$ cat src/rtl/rgb_pkg.sv
// rgb_pkg -- shared definitions for the RGB fader.
//   Colour codes : 3-bit {R,G,B} request codes, BLACK .. WHITE.
//   state_t      : fader control state (IDLE, FADE).
//   code_to_target() : expands a colour code into packed {R,G,B}
//                      channel targets, each all-ones or zero.
package rgb_pkg;

  localparam logic [2:0] BLACK   = 3'b000;
  localparam logic [2:0] BLUE    = 3'b001;
  localparam logic [2:0] GREEN   = 3'b010;
  localparam logic [2:0] CYAN    = 3'b011;
  localparam logic [2:0] RED     = 3'b100;
  localparam logic [2:0] MAGENTA = 3'b101;
  localparam logic [2:0] YELLOW  = 3'b110;
  localparam logic [2:0] WHITE   = 3'b111;

  localparam int MAX_CH_W = 16;

  typedef enum logic {
    IDLE = 1'b0,
    FADE = 1'b1
  } state_t;

  // Result is packed at ch_w bits per channel in the low 3*ch_w bits;
  // callers truncate to their own width.
  function automatic logic [3*MAX_CH_W-1:0] code_to_target(input logic [2:0] code,
                                                           input int ch_w);
    logic [3*MAX_CH_W-1:0] ones;
    logic [3*MAX_CH_W-1:0] t;
    ones = ({{(3*MAX_CH_W-1){1'b0}}, 1'b1} << ch_w) - 1'b1;
    t    = '0;
    if (code[2]) t = t | (ones << (2 * ch_w));
    if (code[1]) t = t | (ones << ch_w);
    if (code[0]) t = t | ones;
    return t;
  endfunction

endpackage

$ cat src/rtl/rgb_channel_ramp.sv
// rgb_channel_ramp -- one colour channel of the fader.
//   Holds the channel value and, on each tick, moves it toward target by
//   STEP, landing exactly on target instead of overshooting.
// Ports:
//   clk, rst_n : clock, synchronous active-low reset (value -> 0)
//   tick       : advance one step this edge
//   target     : value the channel ramps toward
//   value      : registered channel value
//   hit_next   : the value this tick would produce equals target
module rgb_channel_ramp #(
  parameter int CH_W = 8,
  parameter int STEP = 1
) (
  input  logic            clk,
  input  logic            rst_n,
  input  logic            tick,
  input  logic [CH_W-1:0] target,
  output logic [CH_W-1:0] value,
  output logic            hit_next
);

  // One guard bit so value+STEP and target+STEP never wrap.
  localparam logic [CH_W:0] STEP_X = (CH_W+1)'(STEP);

  logic [CH_W:0]   value_x;
  logic [CH_W:0]   target_x;
  logic [CH_W:0]   up_sum;
  logic [CH_W:0]   down_lim;
  logic [CH_W-1:0] next_value;

  assign value_x  = {1'b0, value};
  assign target_x = {1'b0, target};
  assign up_sum   = value_x + STEP_X;
  assign down_lim = target_x + STEP_X;

  always_comb begin
    next_value = value;
    if (value < target) begin
      next_value = (up_sum >= target_x) ? target : up_sum[CH_W-1:0];
    end else if (value > target) begin
      // value - STEP <= target  <=>  value <= target + STEP
      next_value = (value_x <= down_lim) ? target : (value - STEP_X[CH_W-1:0]);
    end
  end

  assign hit_next = (next_value == target);

  always_ff @(posedge clk) begin
    if (!rst_n) begin
      value <= '0;
    end else if (tick) begin
      value <= next_value;
    end
  end

endmodule

$ cat src/rtl/rgb_fader.sv
// rgb_fader -- ramps a registered {R,G,B} output toward a requested colour.
//   A colour code selects each channel as full-on or off; the output steps
//   toward it by STEP every DIV enabled cycles and pulses done on arrival.
// Ports:
//   clk       : clock, all state on rising edge
//   rst_n     : synchronous active-low reset
//   enable    : high = run, low = freeze all state
//   colour    : requested colour code {R,G,B}
//   col_valid : request valid
//   col_ready : request can be accepted this cycle
//   rgb       : registered colour {R,G,B}, R in MSBs
//   busy      : fade in progress
//   done      : one-cycle pulse when rgb reaches target
// Build option:
//   RGB_FADER_RETARGET_EN : accept new requests during a fade; the fade
//                           continues from the current rgb toward the new
//                           target. Undefined: requests wait for IDLE.
module rgb_fader
  import rgb_pkg::*;
#(
  parameter int CH_W = 8,
  parameter int STEP = 1,
  parameter int DIV  = 1
) (
  input  logic              clk,
  input  logic              rst_n,
  input  logic              enable,
  input  logic [2:0]        colour,
  input  logic              col_valid,
  output logic              col_ready,
  output logic [3*CH_W-1:0] rgb,
  output logic              busy,
  output logic              done
);

  localparam int              CNT_W    = (DIV > 1) ? $clog2(DIV) : 1;
  localparam logic [CNT_W-1:0] CNT_LAST = CNT_W'(DIV - 1);

  state_t            state;
  state_t            state_next;
  logic [3*CH_W-1:0] target;
  logic [3*CH_W-1:0] req_target;
  logic [CNT_W-1:0]  tick_cnt;
  logic              done_r;
  logic              done_next;
  logic              accept;
  logic              same;
  logic              tick;
  logic              all_hit;
  logic [2:0]        hit;

  assign req_target = (3*CH_W)'(code_to_target(colour, CH_W));

`ifdef RGB_FADER_RETARGET_EN
  assign col_ready = enable;
`else
  assign col_ready = enable & (state == IDLE);
`endif

  assign accept  = col_valid & col_ready;
  assign same    = (req_target == rgb);
  // An accept restarts tick spacing, so it pre-empts a tick on the same edge.
  assign tick    = enable & (state == FADE) & ~accept & (tick_cnt == CNT_LAST);
  assign all_hit = &hit;
  assign busy    = (state == FADE);
  assign done    = done_r;

  for (genvar c = 0; c < 3; c++) begin : g_ch
    rgb_channel_ramp #(
      .CH_W(CH_W),
      .STEP(STEP)
    ) u_ramp (
      .clk     (clk),
      .rst_n   (rst_n),
      .tick    (tick),
      .target  (target[c*CH_W +: CH_W]),
      .value   (rgb[c*CH_W +: CH_W]),
      .hit_next(hit[c])
    );
  end

  always_ff @(posedge clk) begin
    if (!rst_n) begin
      state <= IDLE;
    end else begin
      state <= state_next;
    end
  end

  always_comb begin
    state_next = state;
    done_next  = 1'b0;
    if (accept) begin
      state_next = same ? IDLE : FADE;
      done_next  = same;
    end else if (tick && all_hit) begin
      state_next = IDLE;
      done_next  = 1'b1;
    end
  end

  always_ff @(posedge clk) begin
    if (!rst_n) begin
      target   <= '0;
      tick_cnt <= '0;
      done_r   <= 1'b0;
    end else begin
      done_r <= done_next;
      if (accept) begin
        target   <= req_target;
        tick_cnt <= '0;
      end else if (enable && (state == FADE)) begin
        tick_cnt <= (tick_cnt == CNT_LAST) ? '0 : tick_cnt + CNT_W'(1);
      end
    end
  end

endmodule
$ cat config.mk
export PLATFORM = sky130hd
export DESIGN_NAME = rgb_fader
export DESIGN_NICKNAME = d
export VERILOG_FILES = /design/src/rtl/rgb_pkg.sv /design/src/rtl/rgb_channel_ramp.sv /design/src/rtl/rgb_fader.sv
export SDC_FILE = /design/constraint.sdc
export NUM_CORES = 1
export LEC_CHECK = 0
export CORE_ASPECT_RATIO = 1.5
export CORE_UTILIZATION = 44
export CTS_CLUSTER_SIZE = 8
export DETAILED_ROUTE_END_ITERATION = 10
export GPL_ROUTABILITY_DRIVEN = 0
export PLACE_DENSITY = 0.67
export SYNTH_ARGS = -nofsm -noshare
export SYNTH_HDL_FRONTEND = slang
export SYNTH_SLANG_ARGS = --single-unit
$ cat constraint.sdc
create_clock -name clk -period 4 [get_ports clk]
set_input_delay 1 -clock clk [delete_from_list [all_inputs] [get_ports clk]]
set_output_delay 1 -clock clk [all_outputs]
set_load 0.03 [all_outputs]
==> impl_metrics.yaml, run 1 <==
final_layout:
  syn2layout_area_growth_pct: 20.0
  drive_above_1_share: 0.143
  n_fill_cell: 978
  design_area_mm2: 0.00555
  stdcell_count: 820
  fin_util: 0.544
  nNetsFinal: 745
  diodes: 0
power_and_ir_drop:
  pwr-share-seq: 0.105
  switchingPower_mw: 1.73
  intPower_mw: 1.58
  p_leak_nw: 2.25
  p_comb_frac: 0.785
  powerDensity_mw_per_mm2: 598
  clockPowerShare: 0.109
  p_sw_frac: 0.523
  max-vdd-ir-drop_v: 0.000302
  total_power_mw: 3.32
clock_network:
  cts_root_buf: "clkbuf_16"
  cts_setup_buffers: 0
  cts_resized: 0
  clk-insertion-delay-late_ps: 270
  hold_buffers: 0
  cts.sinks: 29
  htreeDepth: 2
  clockBufferDepth: 2
  cts_buffers: 5
  tritoncts: "done"
  clk_pin_slew_worst_paths_ps: 60
global_routing:
  grt_pass1_vias: 5072
  overflow: 0
  grt_pass1_wl_um: 24600
  grtUsageTotal: 0.277
  grt_max_degree: 29
  antenna_found_initial: 0
timing:
  final.setup.tns_ps: 0
  hold_viol_final: 0
  fmax_mhz: 260
  hold_ws_ps: 535
  finalCritPeriodShare: 0.962
  slew_violations: 0
  final.setup.worst_slack_ps: 154
  max_slew_margin: 0.368
  min_period_ps: 3850
  worstMarginPinSlew_ps: 948
  setup_viol_count_final: 0
  fin_skew_ps: 8.49
drt:
  vias: 5349
  ant_nets: 0
  routed.top_layer: "met4"
  wl_met3_um: 903
  wl_um: 15100
  wl_met2_um: 7450
  met1_length_um: 6010
  drt_first_pass_iters: 5
  drc: 0
  wire_per_inst_um: 18.5
  viasPerCell: 6.52
  drtIter0Drc: 407
worst_hold_path:
  min_to: "g_ch[0].u_ramp.value[1]$_SDFFE_PN0P_"
  holdPathStages: 2
  min_from: "g_ch[0].u_ramp.value[1]$_SDFFE_PN0P_"
  hp-class: "flip-flop to flip-flop"
floorplan:
  die_area_mm2: 0.0109
  io-pin-count: 34
  core_area_mm2: 0.0102
  initial_utilization: 0.454
  die_h_um: 128
  dieWidth_um: 85.7
  fp-row-count: 45
placement:
  place_ws_ps: 28.6
  placed_cell_area_mm2: 0.00532
  place_inst: 812
  io_buffer_count: 33
  hpwl_um: 11500
setup_path:
  critPathCaptureType: "flip-flop"
  r2r_cells: 15
  critPathKind: "flip-flop to flip-flop"
  max_stage_delay_ps: 550
  cp-startpoint: "g_ch[0].u_ramp.value[2]$_SDFFE_PN0P_"
  critPathTopFamily: "compound AO/OA/AOI/OAI gates"
  critPathLaunchType: "flip-flop"
  worstPathCellList: "buf_4 -> nand3_1 -> nor2_2 -> xor2_2 -> ha_1 -> a211o_1 -> o211ai_1 -> o31ai_2 -> o41a_1 -> o221ai_1 -> nand2_1 -> or4_1 -> o21ai_2 -> nand4_1 -> a32o_1"
  critPathSlowestCell: "or4_1"
  cp.arrival_ps: 4010
  crit_fanout: 10
  critPathRequiredTime_ps: 4170
  worstReg2RegEnd: "busy$_SDFFE_PN0P_"
  path_buf_inv: 1
  crit-reg2reg-launch: "g_ch[0].u_ramp.value[2]$_SDFFE_PN0P_"
  reg2reg_slack_ps: 150
yosys:
  netlist_area_mm2: 0.00462
  synth_nets: 690
  ys_ff_latch: 29
  yosysSeqAreaShare: 0.126
  synth-edff-count: 0
  synth-async-reset-ratio: 0
  synth_top_flop_cell: "dfxtp_1"
  syn_inst: 623
  ys.warnings.count: 0
  avgSynthCellArea_um2: 7.42
  synth_cell_types: 79
run:
  drv_cap: 0
outcome:
  status: "complete, no violations"
## area by class of cell
cell class | count | area [um2] | area share
flip-flops and latches | 29 | 584 | 0.105
inverters | 19 | 71.3 | 0.0129
clock inverters | 3 | 17.5 | 0.00316
multi-input cells | 542 | 3880 | 0.700
repair buffers | 81 | 691 | 0.124
clock buffers | 5 | 125 | 0.0226
well taps | 141 | 176 | 0.0318
## power by group through the flow
stage               Sequential (mW)  Clock [mW]  Combinational, mW
floorplan                     0.407           0               1.73
global placement              0.353           0               2.39
detailed placement            0.354           0               2.44
CTS                           0.348       0.370               2.45
global route                  0.353       0.381               2.84
finish                        0.350       0.362               2.61
## registers in the layout, summed over array words and instances, names as in the netlist
register           flops
busy                   1
done                   1
g_ch.u_ramp.value     24
target                 3
## worst reg2reg max path: stages, from the launching register on
cell      delay (ps)
dfxtp_1          390
buf_4            220
nand3_1          100
nor2_2           140
xor2_2           250
ha_1             300
a211o_1          290
o211ai_1         140
o31ai_2          190
o41a_1           330
o221ai_1         290
nand2_1           80
or4_1            550
o21ai_2           90
nand4_1          110
a32o_1           280
## routing by layer
| metal | vias up | GRT usage |
|---|---|---|
| met4 | 0 | 0.149 |
| met2 | 269 | 0.480 |
| met5 | - | 0 |
| li1 | 2532 | - |
| met1 | 2480 | 0.337 |
| met3 | 68 | 0.0207 |
## worst max path at each step
stage               slack [ps]  cells past startpoint           endpoint
global placement            90                     14  busy$_SDFFE_PN0P_
global route               -30                     15  busy$_SDFFE_PN0P_
finish                     150                     15  busy$_SDFFE_PN0P_
floorplan                  160                     15  busy$_SDFFE_PN0P_
detailed placement          30                     15  busy$_SDFFE_PN0P_
CTS                         20                     15  busy$_SDFFE_PN0P_
## synth_stat cells, types with 13 or more instances
master | instances | area [um2]
a21oi_1 | 45 | 225
o21ai_0 | 29 | 145
nand3_1 | 31 | 155
dfxtp_1 | 29 | 581
xnor2_1 | 17 | 149
nor2_1 | 53 | 199
and3_1 | 14 | 87.6
clkbuf_1 | 15 | 56.3
o211ai_1 | 13 | 97.6
nand2_1 | 51 | 191
a31oi_1 | 14 | 87.6
inv_1 | 17 | 63.8
ha_1 | 60 | 751
## cell families (layout without fill, tap and decap cells)
logic type | after synthesis | in the layout | synth area share
AO/OA/AOI/OAI | 205 | 205 | 0.309
XOR/XNOR | 23 | 23 | 0.0436
adder cells (fa/ha/maj) | 60 | 60 | 0.162
buffers and inverters | 52 | 108 | 0.0528
flip-flops | 29 | 29 | 0.126
multiplexers | 2 | 2 | 0.00433
AND/OR/NAND/NOR | 252 | 252 | 0.302
## layout by cell type (no fill, tap or decap), types with 16 or more instances in the layout
cell / Yosys / routed
nor2_1: 53 / 52
xnor2_1: 17 / 16
dfxtp_1: 29 / 26
inv_1: 17 / 17
ha_1: 60 / 59
o21ai_0: 29 / 25
a21oi_1: 45 / 45
clkdlybuf4s50_1: 0 / 33
nand2_1: 51 / 51
nand3_1: 31 / 31
buf_4: 3 / 48
(Power assumes the default switching activity.)
==> inputs of run 2 (changes only) <==
--- a/config.mk
+++ b/config.mk
@@ -7,6 +7,7 @@
 export LEC_CHECK = 0
 export CORE_ASPECT_RATIO = 1.5
 export CORE_UTILIZATION = 44
+export CTS_BUF_LIST = sky130_fd_sc_hd__clkbuf_4
 export CTS_CLUSTER_SIZE = 8
 export DETAILED_ROUTE_END_ITERATION = 10
 export GPL_ROUTABILITY_DRIVEN = 0
==> run 2 against run 1 <==
  * Combinational power barely moved
  * Final cell count did not move
  * Die area did not move
  * Wire length rose by 0.23%
  * Sequential cell count did not move
  * First-iteration DRC count rose by 4.9%
  * Maximum frequency barely moved
  * Sequential share of layout area rose by 0.15 points
  * Final area fell by 1.4%
  * Critical path type unchanged
  * Largest cell class unchanged
==> impl_metrics.yaml, run 2 (synthesis gave the netlist of run 1 again) <==
setup_path:
  crit_fanout: 17
  critPathSlowestCell: "o21ai_1"
  crit_cells: 12
  crit_path_frequent_cell: "nand4_1"
  critPathCaptureType: "flip-flop"
  cp.arrival_ps: 4120
  r2r_cells: 12
  max_stage_delay_ps: 600
  critPathRequiredTime_ps: 4270
  worstPathCellList: "inv_1 -> ha_1 -> nand2_1 -> a21oi_1 -> o21ai_1 -> nand4_1 -> o2111ai_2 -> nor3b_1 -> nand4_1 -> mux2i_1 -> nand4_1 -> a32o_1"
  critPathKind: "flip-flop to flip-flop"
  path_buf_inv: 1
  critPathTopFamily: "compound AO/OA/AOI/OAI gates"
  critPathLaunchType: "flip-flop"
floorplan:
  core_area_mm2: 0.0102
  die_area_mm2: 0.0109
  die_h_um: 128
  initial_utilization: 0.454
  dieWidth_um: 85.7
  io-pin-count: 34
  fp-row-count: 45
drt:
  drc: 0
  drt_first_pass_iters: 7
  ant_nets: 0
  vias: 5341
  viasPerCell: 6.51
  wl_um: 15200
  drtIter0Drc: 427
  wire_per_inst_um: 18.5
final_layout:
  regMostFlops: "g_ch.u_ramp.value"
  syn2layout_area_growth_pct: 18.2
  nNetsFinal: 745
  largest_register_ffs: 24
  drive_above_1_share: 0.146
  reg_top3: "g_ch.u_ramp.value x24, target x3"
  fin_util: 0.537
  final_common_cell: "ha_1"
  most-common-layout-cells: "ha_1 (59), nor2_1 (52), nand2_1 (51), buf_4 (48), a21oi_1 (44)"
  diodes: 0
timing:
  finalCritPeriodShare: 0.962
  fin_skew_ps: 26.2
  setup_viol_count_final: 0
  fmax_mhz: 260
  slew_violations: 0
  max_slew_margin: 0.398
  min_period_ps: 3850
  hold_viol_final: 0
  worstMarginPinSlew_ps: 904
  final.setup.worst_slack_ps: 151
clock_network:
  cts_root_buf: "clkbuf_4"
  cts_buffers: 5
  cts.sinks: 29
  clockBufferDepth: 2
  clk_pin_slew_worst_paths_ps: 120
  tritoncts: "done"
  htreeDepth: 2
  clk-insertion-delay-late_ps: 360
  cts_setup_buffers: 0
global_routing:
  grt_max_degree: 29
  grt_pass1_wl_um: 24600
  antenna_found_initial: 0
  grt_pass1_vias: 5057
  overflow: 0
  grtUsageTotal: 0.277
power_and_ir_drop:
  p_leak_nw: 2.21
  powerDensity_mw_per_mm2: 577
  total_power_mw: 3.15
  max-vdd-ir-drop_v: 0.000339
worst_hold_path:
  hp-class: "flip-flop to flip-flop"
  holdPathStages: 2
run:
  drv_cap: 0
placement:
  hpwl_um: 11500
  place_ws_ps: 28.6
  io_buffer_count: 33
outcome:
  status: "complete, no violations"
[run 2: cell counts in the layout (fill, tap and decap cells not counted)]
Identical to the previous run, type by type.
[run 2: path summary, 6_finish.rpt]
check | from | to | slack (ps)
worst max-delay path | target[22]$_SDFFE_PN0P_ | busy$_SDFFE_PN0P_ | 150
worst min-delay path | g_ch[0].u_ramp.value[1]$_SDFFE_PN0P_ | g_ch[0].u_ramp.value[1]$_SDFFE_PN0P_ | 540
worst max register to register | target[22]$_SDFFE_PN0P_ | busy$_SDFFE_PN0P_ | 150
worst min register to register | g_ch[0].u_ramp.value[1]$_SDFFE_PN0P_ | g_ch[0].u_ramp.value[1]$_SDFFE_PN0P_ | 540
[run 2: timing repair]
action                     in CTS  in global routing
hold buffers                    0                  0
pin swaps                       0                  4
hold endpoints to repair        0                  0
gates resized for setup         1                 24
setup endpoints to repair       1                  2
[run 2: stage by stage]
stage / cells / TNS, ps / hold slack, ps / cell area (um2)
2_1_floorplan: 623 / 0 / 526 / 4620
3_3_place_gp: 812 / 0 / 530 / 5320
3_5_place_dp: 812 / 0 / 525 / 5320
4_1_cts: 820 / 0 / 539 / 5370
5_1_grt: 820 / -38.5 / 573 / 5470
6_report: 820 / 0 / 538 / 5470
[run 2: layer usage]
metal	up-vias	GRT usage	routed length, um
li1	2533	-	-
met5	-	0	0
met3	69	0.0213	986
met2	270	0.484	7480
met1	2469	0.337	5970
met4	0	0.144	731
[run 2: worst min-delay path, cell delays in order (launching register included)]
cell,delay (ps)
dfxtp_1,370
nand2_1,70
a21oi_1,50
[run 2: final cells by class]
cell class                 count  area, um2
fill                         992       4720
multi-input combinational    542       3890
timing repair buffer          81        691
sequential                    29        584
tap                          141        176
inverter                      19       71.3
clock buffer                   5       37.5
clock inverter                 3       17.5
[run 2: power by group]
part	internal [mW]	total [mW]	switching, mW
combinational	1.04	2.61	1.57
clock	0.0661	0.192	0.126
sequential	0.318	0.349	0.0312
